<file path="src/rtl/inst_fetch.sv">
// Instruction fetch unit: walks the PC through a one-outstanding-request
// instruction memory, delivers each fetched word to decode with a one-cycle
// valid pulse, and supports PC redirects, fetch timeouts and a sticky halt.
module inst_fetch #(
  parameter logic [31:0] RESET_PC    = 32'h0000_0000,
  parameter int          TIMEOUT_CYC = 15
) (
  input  logic        CLK,
  input  logic        RST,
  input  logic        fetch_en,
  input  logic        pc_we,
  input  logic [31:0] pc_next,
  input  logic        HALT,
  output logic        IMEM_REQ,
  output logic [31:0] IMEM_ADDR,
  input  logic        IMEM_RVALID,
  input  logic [31:0] IMEM_RDATA,
  output logic [31:0] INST,
  output logic        inst_valid,
  output logic [31:0] inst_pc,
  output logic [31:0] PC,
  output logic [31:0] PC_PLUS4,
  output logic        busy,
  output logic        fetch_err,
  output logic        halted
);

  typedef enum logic [2:0] {
    S_IDLE,
    S_REQ,
    S_WAIT,
    S_DONE,
    S_HALTED
  } state_t;

  localparam int CW = (TIMEOUT_CYC < 2) ? 1 : $clog2(TIMEOUT_CYC + 1);
  // The counter holds the number of WAIT cycles already spent, so the fetch
  // is abandoned at the end of the TIMEOUT_CYC-th WAIT cycle.
  localparam logic [CW-1:0] LAST_WAIT = CW'(TIMEOUT_CYC - 1);
  localparam logic [31:0]   NOP_INST  = 32'h0000_0013;

  state_t        r_state;
  logic [31:0]   r_pc;
  logic [31:0]   r_imem_addr;
  logic [31:0]   r_inst;
  logic [31:0]   r_inst_pc;
  logic          r_imem_req;
  logic          r_inst_valid;
  logic          r_fetch_err;
  logic          r_redir;
  logic [CW-1:0] r_wait_cnt;
  logic [31:0]   w_fetch_addr;

  // A same-cycle redirect takes precedence over the current PC for a launch.
  assign w_fetch_addr = pc_we ? pc_next : r_pc;

  // Fetch FSM: state, PC, latched address, fetched word and all pulse outputs.
  always_ff @(posedge CLK) begin
    if (RST) begin
      r_state      <= S_IDLE;
      r_pc         <= RESET_PC;
      r_imem_addr  <= 32'h0;
      r_inst       <= NOP_INST;
      r_inst_pc    <= 32'h0;
      r_imem_req   <= 1'b0;
      r_inst_valid <= 1'b0;
      r_fetch_err  <= 1'b0;
      r_redir      <= 1'b0;
      r_wait_cnt   <= '0;
    end else begin
      r_imem_req   <= 1'b0;
      r_inst_valid <= 1'b0;
      r_fetch_err  <= 1'b0;
      if (HALT) begin
        r_state <= S_HALTED;
      end else begin
        case (r_state)
          S_IDLE: begin
            if (pc_we) r_pc <= pc_next;
            if (fetch_en) begin
              if (w_fetch_addr[1:0] == 2'b00) begin
                r_state     <= S_REQ;
                r_imem_addr <= w_fetch_addr;
                r_imem_req  <= 1'b1;
                r_redir     <= 1'b0;
              end else begin
                r_fetch_err <= 1'b1;
              end
            end
          end
          S_REQ: begin
            if (pc_we) begin
              r_pc    <= pc_next;
              r_redir <= 1'b1;
            end
            r_wait_cnt <= '0;
            r_state    <= S_WAIT;
          end
          S_WAIT: begin
            if (pc_we) begin
              r_pc    <= pc_next;
              r_redir <= 1'b1;
            end
            if (IMEM_RVALID) begin
              r_inst       <= IMEM_RDATA;
              r_inst_pc    <= r_imem_addr;
              r_inst_valid <= 1'b1;
              r_state      <= S_DONE;
            end else if (r_wait_cnt == LAST_WAIT) begin
              r_fetch_err <= 1'b1;
              r_state     <= S_IDLE;
            end else begin
              r_wait_cnt <= r_wait_cnt + 1'b1;
            end
          end
          S_DONE: begin
            if (pc_we) begin
              r_pc    <= pc_next;
              r_redir <= 1'b1;
            end else if (!r_redir) begin
              r_pc <= r_inst_pc + 32'd4;
            end
            r_state <= S_IDLE;
          end
          S_HALTED: begin
            r_state <= S_HALTED;
          end
          default: begin
            r_state <= S_IDLE;
          end
        endcase
      end
    end
  end

  assign IMEM_REQ   = r_imem_req;
  assign IMEM_ADDR  = r_imem_addr;
  assign INST       = r_inst;
  assign inst_valid = r_inst_valid;
  assign inst_pc    = r_inst_pc;
  assign PC         = r_pc;
  assign PC_PLUS4   = r_inst_pc + 32'd4;
  assign fetch_err  = r_fetch_err;
  assign busy       = (r_state == S_REQ) || (r_state == S_WAIT) || (r_state == S_DONE);
  assign halted     = (r_state == S_HALTED);

endmodule
</file>
<file path="config.mk">
export PLATFORM = sky130hd
export DESIGN_NAME = inst_fetch
export DESIGN_NICKNAME = d
export VERILOG_FILES = /design/src/rtl/inst_fetch.sv
export SDC_FILE = /design/constraint.sdc
export NUM_CORES = 1
export LEC_CHECK = 0
export ABC_AREA = 0
export CAP_MARGIN = 30
export CORE_MARGIN = 3
export CORE_UTILIZATION = 30
export DETAILED_ROUTE_END_ITERATION = 16
export PLACE_DENSITY_LB_ADDON = 0.3
export SYNTH_ARGS = -nofsm -noshare
export SYNTH_HDL_FRONTEND = slang
export SYNTH_SLANG_ARGS = --single-unit
</file>
<file path="constraint.sdc">
create_clock -name CLK -period 2.8 [get_ports CLK]
set_input_delay 0.84 -clock CLK [delete_from_list [all_inputs] [get_ports CLK]]
set_output_delay 0.84 -clock CLK [all_outputs]
set_load 0.1 [all_outputs]
</file>
# [Word-level counts from Yosys, hierarchy flattened]
# Cells that the tools add are included.
[word_totals] reg_bits=139 out_inout_bits=165 wordCells=75
[op_classes] add_sub_neg=2 eq_ne=15 muxes=24 bitwise=4 n_reduce_logical=19
[ops] operator="$mux W32" n=3
[ops] operator="$pmux W32 S2" n=1
[ops] operator="$add A32 B3 Y32 const B" n=1
[ops] operator="$mux W3" n=5
[ops] operator="$ne A3 B3 Y1 const B" n=4
[ops] operator="$pmux W3 S4" n=1
[ops] operator="$reduce_and A3 Y1" n=4
[ops] operator="$mux W1" n=9
[ops] operator="$reduce_or A3 Y1" n=3
[ops] operator="$mux W4" n=2
[ops] operator="$ne A2 B2 Y1 const B" n=4
[ops] operator="$pmux W4 S2" n=1
[ops] operator="$reduce_and A4 Y1" n=2
[ops] operator="$eq A3 B2 Y1 const B" n=2
[ops] operator="$reduce_bool A2 Y1" n=3
[ops] operator="$reduce_and A5 Y1" n=1
[ops] operator="$add A4 B1 Y4 const B" n=1
[ops] operator="$eq A4 B4 Y1 const B" n=1
[ops] operator="$ne A4 B4 Y1 const B" n=1
[ops] operator="$not A1 Y1" n=4
[ops] operator="$pmux W1 S2" n=2
[ops] operator="$reduce_or A4 Y1" n=1
[ops] operator="$eq A3 B1 Y1 const B" n=1
[ops] operator="$eq A3 B3 Y1 const B" n=1
[ops] operator="5 further kinds" n=6

# [Logic depth before layout (Yosys ltp)]
# Gate-level depths: netlist of run 1.
[depth] depth_word=6 ltp_mapped=7 ltp_nobuf=7

# [Worst setup path before layout of run 1]
# OpenSTA, ideal clock, no wires.
[synth_timing] path_kind="register to output" startpoint="register r_inst_pc[11] (netlist: inst_pc[11])" endpoint="output port PC_PLUS4[31]" arrival_time_ps=3759 t_required_ps=1960 path_slack_ps=-1799 stages_incl_launch_ff=5 path_cell_list="dfxtp_1 > nand4_2 > or4_4 > nor4_1 > xor2_1"
[synth_via] elab_chain_cells=1
[synth_lines] element="start: declaration" line="46" source="logic [31:0] r_inst_pc;"
[synth_lines] element="start signal: assignment" line="106" source="r_inst_pc <= r_imem_addr;"
[synth_lines] element="$add A32 B3 Y32" line="142" source="assign PC_PLUS4 = r_inst_pc + 32'd4;"
[synth_lines] element="end: declaration" line="22" source="output logic [31:0] PC_PLUS4,"
# Every way passes these cells.

# [Worst setup path in the final report of run 1]
[layout_timing] startpoint="register r_inst_pc[13] (netlist: inst_pc[13])" endpoint="output port PC_PLUS4[27]"
# Same word-level chain as after synthesis.

==> reports/metrics.csv, run 1 <==
stage,metric,value,unit
synth,Async SR Flop Fraction,0,%
clocking,Post-CTS Hold Fix Bufs,0,
status,violated checks,negative setup slack,
power_and_ir_drop,Clock power frac,43.8,%
hold_path,WHS Path Cells,2,
clocking,clock sinks,139,
timing,final hold slack,454,ps
clocking,clk root buf,clkbuf_16,
floorplanning,Die Wd,150,um
timing,worst slew pin tran,949,ps
synth,"top cells by area, synth","dfxtp_1 45%, nand2_1 9.2%, a21oi_1 5.2%, mux2i_1 4.8%, nor2_1 4.1%",
timing,RSZ-0062 raised after global routing,true,
clocking,clock buffer depth,2,
timing,"Hold Violations, Final",0,
power_and_ir_drop,worst-case vdd ir drop,0.000405,V
floorplanning,Initial Util,31.1,%
final_layout,# nets final,1085,
synth,"Primary FF master, synth",dfxtp_1,
final_layout,P&R area growth vs syn,70.4,%
timing,final worst setup slack,-470,ps
run,max-cap violations,0,
synth,synth warn,0,
power_and_ir_drop,Flop pwr share,40.5,%
clocking,H-tree depth,4,
routing,DR vias/cell,4.96,
final_layout,final core occ,53.0,%
timing,post-route clock period utilization,117,%
grt,vias in the first global route,6075,
power_and_ir_drop,combinational fraction of design power,15.6,%
setup_path,CP Data Required Time,1960,ps
timing,"Slew Viols, Final",0,
synth,cell count after synthesis,743,
routing,ANT nets after route,0,
synth,post-synth top area share,44.9,%
synth,Synth area leader,dfxtp_1,
setup_path,FF-to-FF path depth,5,
floorplanning,Core ar.,19900,um^2
hold_path,Hold Path Class,flip-flop to flip-flop,
setup_path,CP startpoint kind,flip-flop,
grt,first-pass GRT wire length,35000,um
power_and_ir_drop,Net Sw Frac,29.0,%
setup_path,Crit Path Max Fanout,4,
routing,final wirelength,22900,um
hold_path,hold endpoint,INST[18],
clocking,Clock Latency Late Sink,420,ps
synth,Yosys cell types,50,
timing,Clock Skew,13.4,ps
synth,"Net Count, Synth",816,
final_layout,Finished Layout Cells,1292,
timing,Max-Slew Margin vs Limit,36.8,%
placed_design,I/O Buffers,234,
setup_path,Crit Reg-Reg Startpoint,r_state[0],
final_layout,share of layout cells above drive strength 1,36.1,%
grt,total gr overflow,0,
timing,Final setup viols,15,
hold_path,hold_sp,INST[18],
setup_path,critical path arrival,2430,ps
setup_path,r2r setup slk,650,ps
timing,setup tns final,-3610,ps
placed_design,HPWL Detailed,16400,um
floorplanning,die area,22400,um^2
synth,Synth Area per Inst,8.34,um^2
floorplanning,Die Y-Extent,150,um
placed_design,cell total after placement,1242,
synth,sequential area share after synthesis,44.9,%
routing,Initial DRC Count,391,
power_and_ir_drop,Pwr per Cell Area,480,nW/um^2
routing,DR pass1 iterations,5,
synth,Post-synth EDFFs,0,
clocking,Clock Pin Slew Worst Setup and Hold Paths,60,ps
grt,gr usage total,20.0,%
routing,drt wl/cell,17.8,um
synth,mapped cell area,6200,um^2
floorplanning,Ports,235,
floorplanning,FP Rows,51,
synth,#FFs+latches synth,139,
setup_path,RR Endpoint,PC[24],
status,run status,"finished, violations left",
routing,drc violations,0,
power_and_ir_drop,switching power,0.00147,W
placed_design,RePlAce Congestion,0.816,
grt,initial antenna violation count,2,
clocking,TritonCTS clock tree,done,
final_layout,fill count,1830,
power_and_ir_drop,Int Pwr,0.00360,W
routing,via count,6402,
setup_path,Worst setup EP type,output pin,
timing,fin crit period,3270,ps
clocking,Inserted Clock Buffers,17,
setup_path,critical path class,flip-flop to output pin,
power_and_ir_drop,Lkg Pwr,4.24,nW
grt,largest net degree at the start of global routing,57,
timing,Fmax,306,MHz
placed_design,Setup WS pre-CTS,-51.8,ps
==> Yosys cell counts (all sizes together) (3+ instances only) <==
library cell,count
xnor2,20
nand3b,4
nand4,10
and3,4
a222oi,3
a311oi,5
a22oi,19
a211oi,30
nand3,15
o21a,17
buf,5
a21oi,65
a221oi,4
nor4,7
nor3b,3
clkbuf,53
a31o,6
dfxtp,139
nor2,67
o2bb2ai,13
inv,9
or4,3
xor2,10
o21ai,7
nor2b,3
nor3,13
nand2,152
o22ai,4
mux2i,30
ha,3
==> flip-flops by register name, summed over array words and instances (netlist names) <==
register,flops
IMEM_ADDR,32
IMEM_REQ,1
INST,32
PC,32
fetch_err,1
inst_pc,32
inst_valid,1
r_redir,1
r_state,3
r_wait_cnt,4
==> cell type report <==
type / count / area [um^2] / area share, %
multi-input cells: 537 / 3780 / 35.8
repair buffers: 308 / 2960 / 28.0
flip-flops and latches: 139 / 2870 / 27.1
clock buffers: 23 / 499 / 4.73
well taps: 265 / 332 / 3.14
clock inverters: 9 / 83.8 / 0.794
inverters: 9 / 33.8 / 0.320
diodes: 2 / 5.00 / 0.0474
==> cells in the final DEF (no fill, tap or decap), types with 30 or more instances in the layout <==
cell and n:
dfxtp_1 111, mux2i_1 30, clkdlybuf4s50_1 67, nor2_1 60, a21oi_1 65, a211oi_1 30
buf_12 35, nand2_1 152, buf_4 195
==> through the flow <==
step	total power (W)	area [um^2]
global route	0.00526	10600
detailed placement	0.00289	9630
finish	0.00507	10600
CTS	0.00513	10400
floorplan	0.00261	6720
global placement	0.00289	9630
==> critical path, stage by stage, from the launching register on <==
cell and delay, ps:
dfxtp_4 350, nand4_4 120, or4_4 610, or4_4 550, xnor2_4 200, buf_12 200
==> layer usage <==
layer	wire length [um]	track usage, %	vias to the layer above	part of all wire [%]
met1	9950	26.7	3016	43
met2	11000	32.1	211	48
met4	463	5.81	0	2.0
li1	-	-	3146	-
met5	0	0	-	0
met3	1540	5.00	29	6.7
==> how the worst max path moves through the flow <==
stage	startpoint	endpoint	slack [ps]	depth (start not counted)
4_1_cts	inst_pc[18]	PC_PLUS4[25]	-500	5
3_3_place_gp	inst_pc[13]	PC_PLUS4[25]	-50	5
6_report	inst_pc[13]	PC_PLUS4[27]	-470	5
5_1_grt	inst_pc[18]	PC_PLUS4[27]	-560	5
3_5_place_dp	inst_pc[19]	PC_PLUS4[25]	-50	5
2_1_floorplan	inst_pc[11]	PC_PLUS4[25]	-530	4
==> power by group through the flow <==
stage	clock network [W]	registers, W	logic, W
after floorplan	0	0.00242	0.000198
after global placement	0	0.00210	0.000789
after detailed placement	0	0.00210	0.000794
after CTS	0.00228	0.00205	0.000796
after global routing	0.00236	0.00206	0.000832
final	0.00222	0.00205	0.000793
==> cell families (layout without fill, tap and decap cells) <==
family | Yosys count | after routing | share of synthesized area, %
adder cells (fa/ha/maj) | 3 | 3 | 0.606
buffers and inverters | 67 | 349 | 4.26
multiplexers | 30 | 30 | 4.84
AND/OR/NAND/NOR | 294 | 294 | 21.4
flip-flops | 139 | 139 | 44.9
AO/OA/AOI/OAI | 180 | 180 | 19.5
other | 0 | 2 | 0
XOR/XNOR | 30 | 30 | 4.48
==> what timing repair did <==
action | CTS | global route
resized for setup | 23 | 22
setup buffers | 6 | 10
pin swaps | 12 | 18
endpoints found under the setup margin | 21 | 22
cloned | 0 | 0
No activity file was read; power rests on OpenSTA's default activity.
==> run 2, diff against run 1 <==
- CORE_ASPECT_RATIO: unset -> 1.25
- CTS_BUF_LIST: unset -> sky130_fd_sc_hd__clkbuf_16
==> reports/metrics.csv, run 2 (same netlist as run 1, synthesis figures left out) <==
stage,metric,value,unit,change
status,run status,"finished, violations left",,unchanged
status,violated checks,negative setup slack,,unchanged
routing,final wirelength,23200,um,was 22900 um
power_and_ir_drop,Lkg Pwr,4.30,nW,was 4.24 nW
final_layout,Sequential Area,2870,um^2,unchanged
floorplanning,Die Wd,135,um,was 150 um
floorplanning,Die Y-Extent,167,um,was 150 um
timing,post-route clock period utilization,116,%,was 117%
grt,first-pass GRT wire length,35800,um,was 35000 um
final_layout,final core occ,52.4,%,was 53.0%
setup_path,cell mode on critical path,or4_4,,unchanged
clocking,Inserted Clock Buffers,17,,unchanged
clocking,clock buffer depth,2,,unchanged
final_layout,share of layout cells above drive strength 1,35.9,%,was 36.1%
setup_path,Worst setup EP type,output pin,,unchanged
clocking,Clock Latency Late Sink,420,ps,about the same
hold_path,Hold Path Class,flip-flop to flip-flop,,unchanged
final_layout,Finished Layout Cells,1297,,was 1292
setup_path,critical path's slowest cell,or4_4,,unchanged
grt,largest net degree at the start of global routing,66,,was 57
grt,initial antenna violation count,0,,was 2
clocking,TritonCTS clock tree,done,,unchanged
final_layout,P&R area growth vs syn,71.3,%,was 70.4%
timing,"Hold Violations, Final",0,,unchanged
floorplanning,die area,22400,um^2,about the same
final_layout,area of the multi-input gates,3790,um^2,was 3780 um^2
final_layout,ANT cells,0,,was 2
grt,vias in the first global route,6291,,was 6075
grt,total gr overflow,0,,unchanged
run,max-cap violations,0,,unchanged
floorplanning,Ports,235,,unchanged
final_layout,"commonest non-fill, non-tap cell in the layout",buf_4,,unchanged
routing,via count,6423,,was 6402
placed_design,RePlAce Congestion,0.831,,was 0.816
clocking,clk root buf,clkbuf_16,,unchanged
routing,DR pass1 iterations,5,,unchanged
setup_path,Crit Path Max Fanout,3,,was 4
setup_path,"Cell Chain, Critical Path","nand4_4, or4_4, or4_4, xnor2_4, buf_12",,unchanged
timing,Clock Skew,10.2,ps,was 13.4 ps
floorplanning,Core ar.,20200,um^2,was 19900 um^2
placed_design,I/O Buffers,234,,unchanged
timing,final hold slack,454,ps,about the same
power_and_ir_drop,Tot Pwr,0.00503,W,was 0.00507 W
timing,worst slew pin tran,636,ps,was 949 ps
setup_path,critical path arrival,2420,ps,was 2430 ps
floorplanning,Initial Util,30.6,%,was 31.1%
final_layout,fill count,1841,,was 1830
placed_design,HPWL Detailed,16400,um,about the same
setup_path,CP Data Required Time,1960,ps,about the same
routing,DR vias/cell,4.95,,was 4.96
routing,drt wl/cell,17.9,um,was 17.8 um
timing,RSZ-0062 raised after global routing,true,,unchanged
placed_design,cell total after placement,1248,,was 1242
routing,ANT nets after route,0,,unchanged
clocking,H-tree depth,4,,unchanged
power_and_ir_drop,Pwr per Cell Area,474,nW/um^2,was 480 nW/um^2
routing,drc violations,0,,unchanged
timing,final worst setup slack,-462,ps,was -470 ps
final_layout,# nets final,1088,,was 1085
clocking,Post-CTS Hold Fix Bufs,0,,unchanged
timing,fin crit period,3260,ps,was 3270 ps
placed_design,Setup WS pre-CTS,-37.9,ps,was -51.8 ps
timing,Fmax,307,MHz,was 306 MHz
timing,"Slew Viols, Final",0,,unchanged
setup_path,critical path class,flip-flop to output pin,,unchanged
power_and_ir_drop,worst-case vdd ir drop,0.000399,V,was 0.000405 V
setup_path,CP startpoint kind,flip-flop,,unchanged
floorplanning,FP Rows,58,,was 51
setup_path,delay of the slowest critical-path stage,600,ps,was 610 ps
routing,Initial DRC Count,313,,was 391
clocking,clock sinks,139,,unchanged
clocking,Clock Pin Slew Worst Setup and Hold Paths,60,ps,about the same
final_layout,most frequent cells in the layout,"194 x buf_4, 150 x nand2_1, 111 x dfxtp_1",,"was 195 x buf_4, 152 x nand2_1, 111 x dfxtp_1"
grt,gr usage total,20.3,%,was 20.0%
timing,Final setup viols,14,,was 15
timing,Max-Slew Margin vs Limit,57.6,%,was 36.8%
==> run 2: changes by cell type in the layout (fill, tap and decap cells not counted), sizes merged <==
cell / change
clkbuf: -6
inv: +4
buf: +3
diode: -2
bufinv: +1
clkinv: -1
clkinvlp: +1
==> run 2: final cells by class <==
cell class / count / share of cell area, %
clock buffer: 17 / 4.01
clock inverter: 14 / 1.24
timing repair buffer: 311 / 28.6
sequential: 139 / 27.0
tap: 270 / 3.18
multi-input combinational: 537 / 35.7
inverter: 9 / 0.318
==> run 2: where the power goes <==
group	leakage, nW	switching, W	internal [W]
Clock	0.285	0.000875	0.00129
Combinational	2.87	0.000552	0.000254
Sequential	1.15	0.0000453	0.00201
==> run 2: metal layers <==
layer / global-route usage, % / wire length, um / up-vias
met5: 0 / 0 / -
met3: 4.56 / 1230 / 32
li1: - / - / 3149
met1: 24.4 / 9520 / 3049
met2: 35.3 / 11900 / 193
met4: 7.04 / 553 / 0
==> run 2: repair_timing <==
action | CTS | global route
pin swaps | 7 | 16
endpoints found under the setup margin | 23 | 21
buffers inserted | 5 | 13
gates resized for setup | 23 | 22
==> run 2: stage by stage <==
stage                     cell area (um^2)  TNS (ps)
final                                10600     -3250
after global routing                 10600     -5230
after CTS                            10400     -3780
after detailed placement              9690      -111
after global placement                9690     -88.2
after floorplan                       6720     -5920
==> run 2: critical path, delay by kind of cell (launching register included) <==
family,cells,cell delay (ps)
XOR/XNOR,1,210
buffers and inverters,1,200
flip-flops,1,350
AND/OR/NAND/NOR,3,1240
==> run 2: path summary, 6_finish.rpt <==
check	depth (start not counted)	to	startpoint	slack, ps
worst max-delay path	5	PC_PLUS4[25]	inst_pc[13]	-460
worst min-delay path	2	INST[15]	INST[15]	450
worst max register to register	9	PC[31]	inst_pc[13]	720
worst min register to register	2	INST[15]	INST[15]	450
==> run 3, diff against run 2 <==
- MAX_ROUTING_LAYER: unset -> met4
==> reports/metrics.csv, run 3 (same netlist as run 1, synthesis figures left out) <==
stage,metric,value,unit,change
routing,DR vias/cell,4.96,,was 4.95
routing,final wirelength,23100,um,was 23200 um
timing,Max-Slew Margin vs Limit,56.9,%,was 57.6%
clocking,clk root buf,clkbuf_16,,unchanged
timing,"Hold Violations, Final",0,,unchanged
grt,vias in the first global route,6304,,was 6291
timing,final worst setup slack,-459,ps,was -462 ps
routing,drt wl/cell,17.8,um,was 17.9 um
setup_path,Crit Path Max Fanout,3,,unchanged
power_and_ir_drop,worst-case vdd ir drop,0.000397,V,was 0.000399 V
run,max-cap violations,0,,unchanged
status,run status,"finished, violations left",,unchanged
final_layout,ANT cells,0,,unchanged
timing,fin crit period,3260,ps,about the same
grt,first-pass GRT wire length,35700,um,was 35800 um
timing,worst slew pin tran,646,ps,was 636 ps
floorplanning,Ports,235,,unchanged
status,violated checks,negative setup slack,,unchanged
final_layout,P&R area growth vs syn,71.3,%,unchanged
setup_path,r2r setup slk,720,ps,about the same
power_and_ir_drop,Net Sw Frac,29.2,%,was 29.3%
setup_path,critical path class,flip-flop to output pin,,unchanged
power_and_ir_drop,Int Pwr,0.00356,W,about the same
floorplanning,FP Rows,58,,unchanged
hold_path,Hold Path Class,flip-flop to flip-flop,,unchanged
final_layout,"commonest non-fill, non-tap cell in the layout",buf_4,,unchanged
timing,Final setup viols,14,,unchanged
grt,initial antenna violation count,0,,unchanged
timing,RSZ-0062 raised after global routing,true,,unchanged
setup_path,CP Data Required Time,1960,ps,about the same
setup_path,critical path arrival,2420,ps,about the same
timing,Clock Skew,11.0,ps,was 10.2 ps
power_and_ir_drop,combinational fraction of design power,16.0,%,about the same
placed_design,HPWL Detailed,16400,um,unchanged
floorplanning,Core ar.,20200,um^2,unchanged
power_and_ir_drop,switching power,0.00147,W,about the same
power_and_ir_drop,Pwr per Cell Area,473,nW/um^2,was 474 nW/um^2
floorplanning,Die Wd,135,um,unchanged
timing,Fmax,307,MHz,about the same
timing,post-route clock period utilization,116,%,about the same
timing,setup tns final,-3220,ps,was -3250 ps
grt,largest net degree at the start of global routing,66,,unchanged
floorplanning,Die Y-Extent,167,um,unchanged
floorplanning,Initial Util,30.6,%,unchanged
clocking,Clock Latency Late Sink,420,ps,about the same
clocking,TritonCTS clock tree,done,,unchanged
power_and_ir_drop,Clock power frac,43.1,%,about the same
placed_design,I/O Buffers,234,,unchanged
floorplanning,die area,22400,um^2,unchanged
clocking,clock sinks,139,,unchanged
final_layout,share of layout cells above drive strength 1,35.9,%,unchanged
routing,ANT nets after route,0,,unchanged
clocking,Inserted Clock Buffers,17,,unchanged
grt,total gr overflow,0,,unchanged
power_and_ir_drop,Flop pwr share,40.9,%,was 40.8%
final_layout,most frequent cells in the layout,"194 x buf_4, 150 x nand2_1, 111 x dfxtp_1",,unchanged
power_and_ir_drop,Lkg Pwr,4.30,nW,unchanged
placed_design,RePlAce Congestion,0.843,,was 0.831
routing,DR pass1 iterations,5,,unchanged
final_layout,# nets final,1088,,unchanged
routing,drc violations,0,,unchanged
setup_path,CP startpoint kind,flip-flop,,unchanged
routing,via count,6435,,was 6423
setup_path,Worst setup EP type,output pin,,unchanged
placed_design,Setup WS pre-CTS,-37.9,ps,unchanged
timing,"Slew Viols, Final",0,,unchanged
grt,gr usage total,20.8,%,was 20.3%
clocking,Clock Pin Slew Worst Setup and Hold Paths,60,ps,about the same
clocking,H-tree depth,4,,unchanged
routing,Initial DRC Count,296,,was 313
clocking,clock buffer depth,2,,unchanged
-- run 3: critical path, stage by stage, from the launching register on --
cell,delay [ps]
dfxtp_4,350
nand4_4,100
or4_4,600
or4_4,540
xnor2_4,210
buf_12,200
-- run 3: final cells by class --
type	instances	area, um^2
tap	270	338
clock inverter	14	131
clock buffer	17	425
fill	1841	9630
timing repair buffer	311	3030
sequential	139	2870
inverter	9	33.8
multi-input combinational	537	3790
-- run 3: repair_timing --
action                                  in CTS  in global routing
gates cloned                                 0                  0
endpoints found under the hold margin        0                  0
pin swaps                                    7                 16
endpoints found under the setup margin      23                 21
gates resized for setup                     23                 22
hold buffers                                 0                  0
buffers inserted                             5                 13
-- run 3: worst paths after layout --
check	from	to	depth (start not counted)
worst max-delay path	inst_pc[13]	PC_PLUS4[25]	5
worst max register to register	inst_pc[5]	PC[31]	9
worst min-delay path	INST[15]	INST[15]	2
worst min register to register	INST[15]	INST[15]	2
-- run 3: routing by layer --
layer  GRT usage (%)  part of all wire (%)  vias to the layer above
met2            35.4                    51                      181
met4            7.04                   2.3                        0
met5               -                     0                        -
met1            24.5                    42                     3069
li1                -                     -                     3155
met3            4.02                   4.8                       30
-- run 3: power by group through the flow --
| stage | clock (W) | sequential [W] | combinational, W |
|---|---|---|---|
| after floorplan | 0 | 0.00242 | 0.000198 |
| final | 0.00217 | 0.00205 | 0.000806 |
| after global routing | 0.00230 | 0.00206 | 0.000844 |
| after CTS | 0.00222 | 0.00205 | 0.000808 |
| after detailed placement | 0 | 0.00210 | 0.000806 |
| after global placement | 0 | 0.00210 | 0.000801 |
-- run 3: through the flow --
step / power (W) / instances / utilization, % / instance area [um^2] / hold slack (ps)
final: 0.00503 / 1297 / 52.4 / 10600 / 454
after floorplan: 0.00261 / 743 / - / 6720 / 485
after global routing: 0.00520 / 1297 / 52.4 / 10600 / 477
after global placement: 0.00290 / 1248 / 47.9 / 9690 / 443
after detailed placement: 0.00290 / 1248 / 47.9 / 9690 / 447
after CTS: 0.00508 / 1284 / 51.4 / 10400 / 456
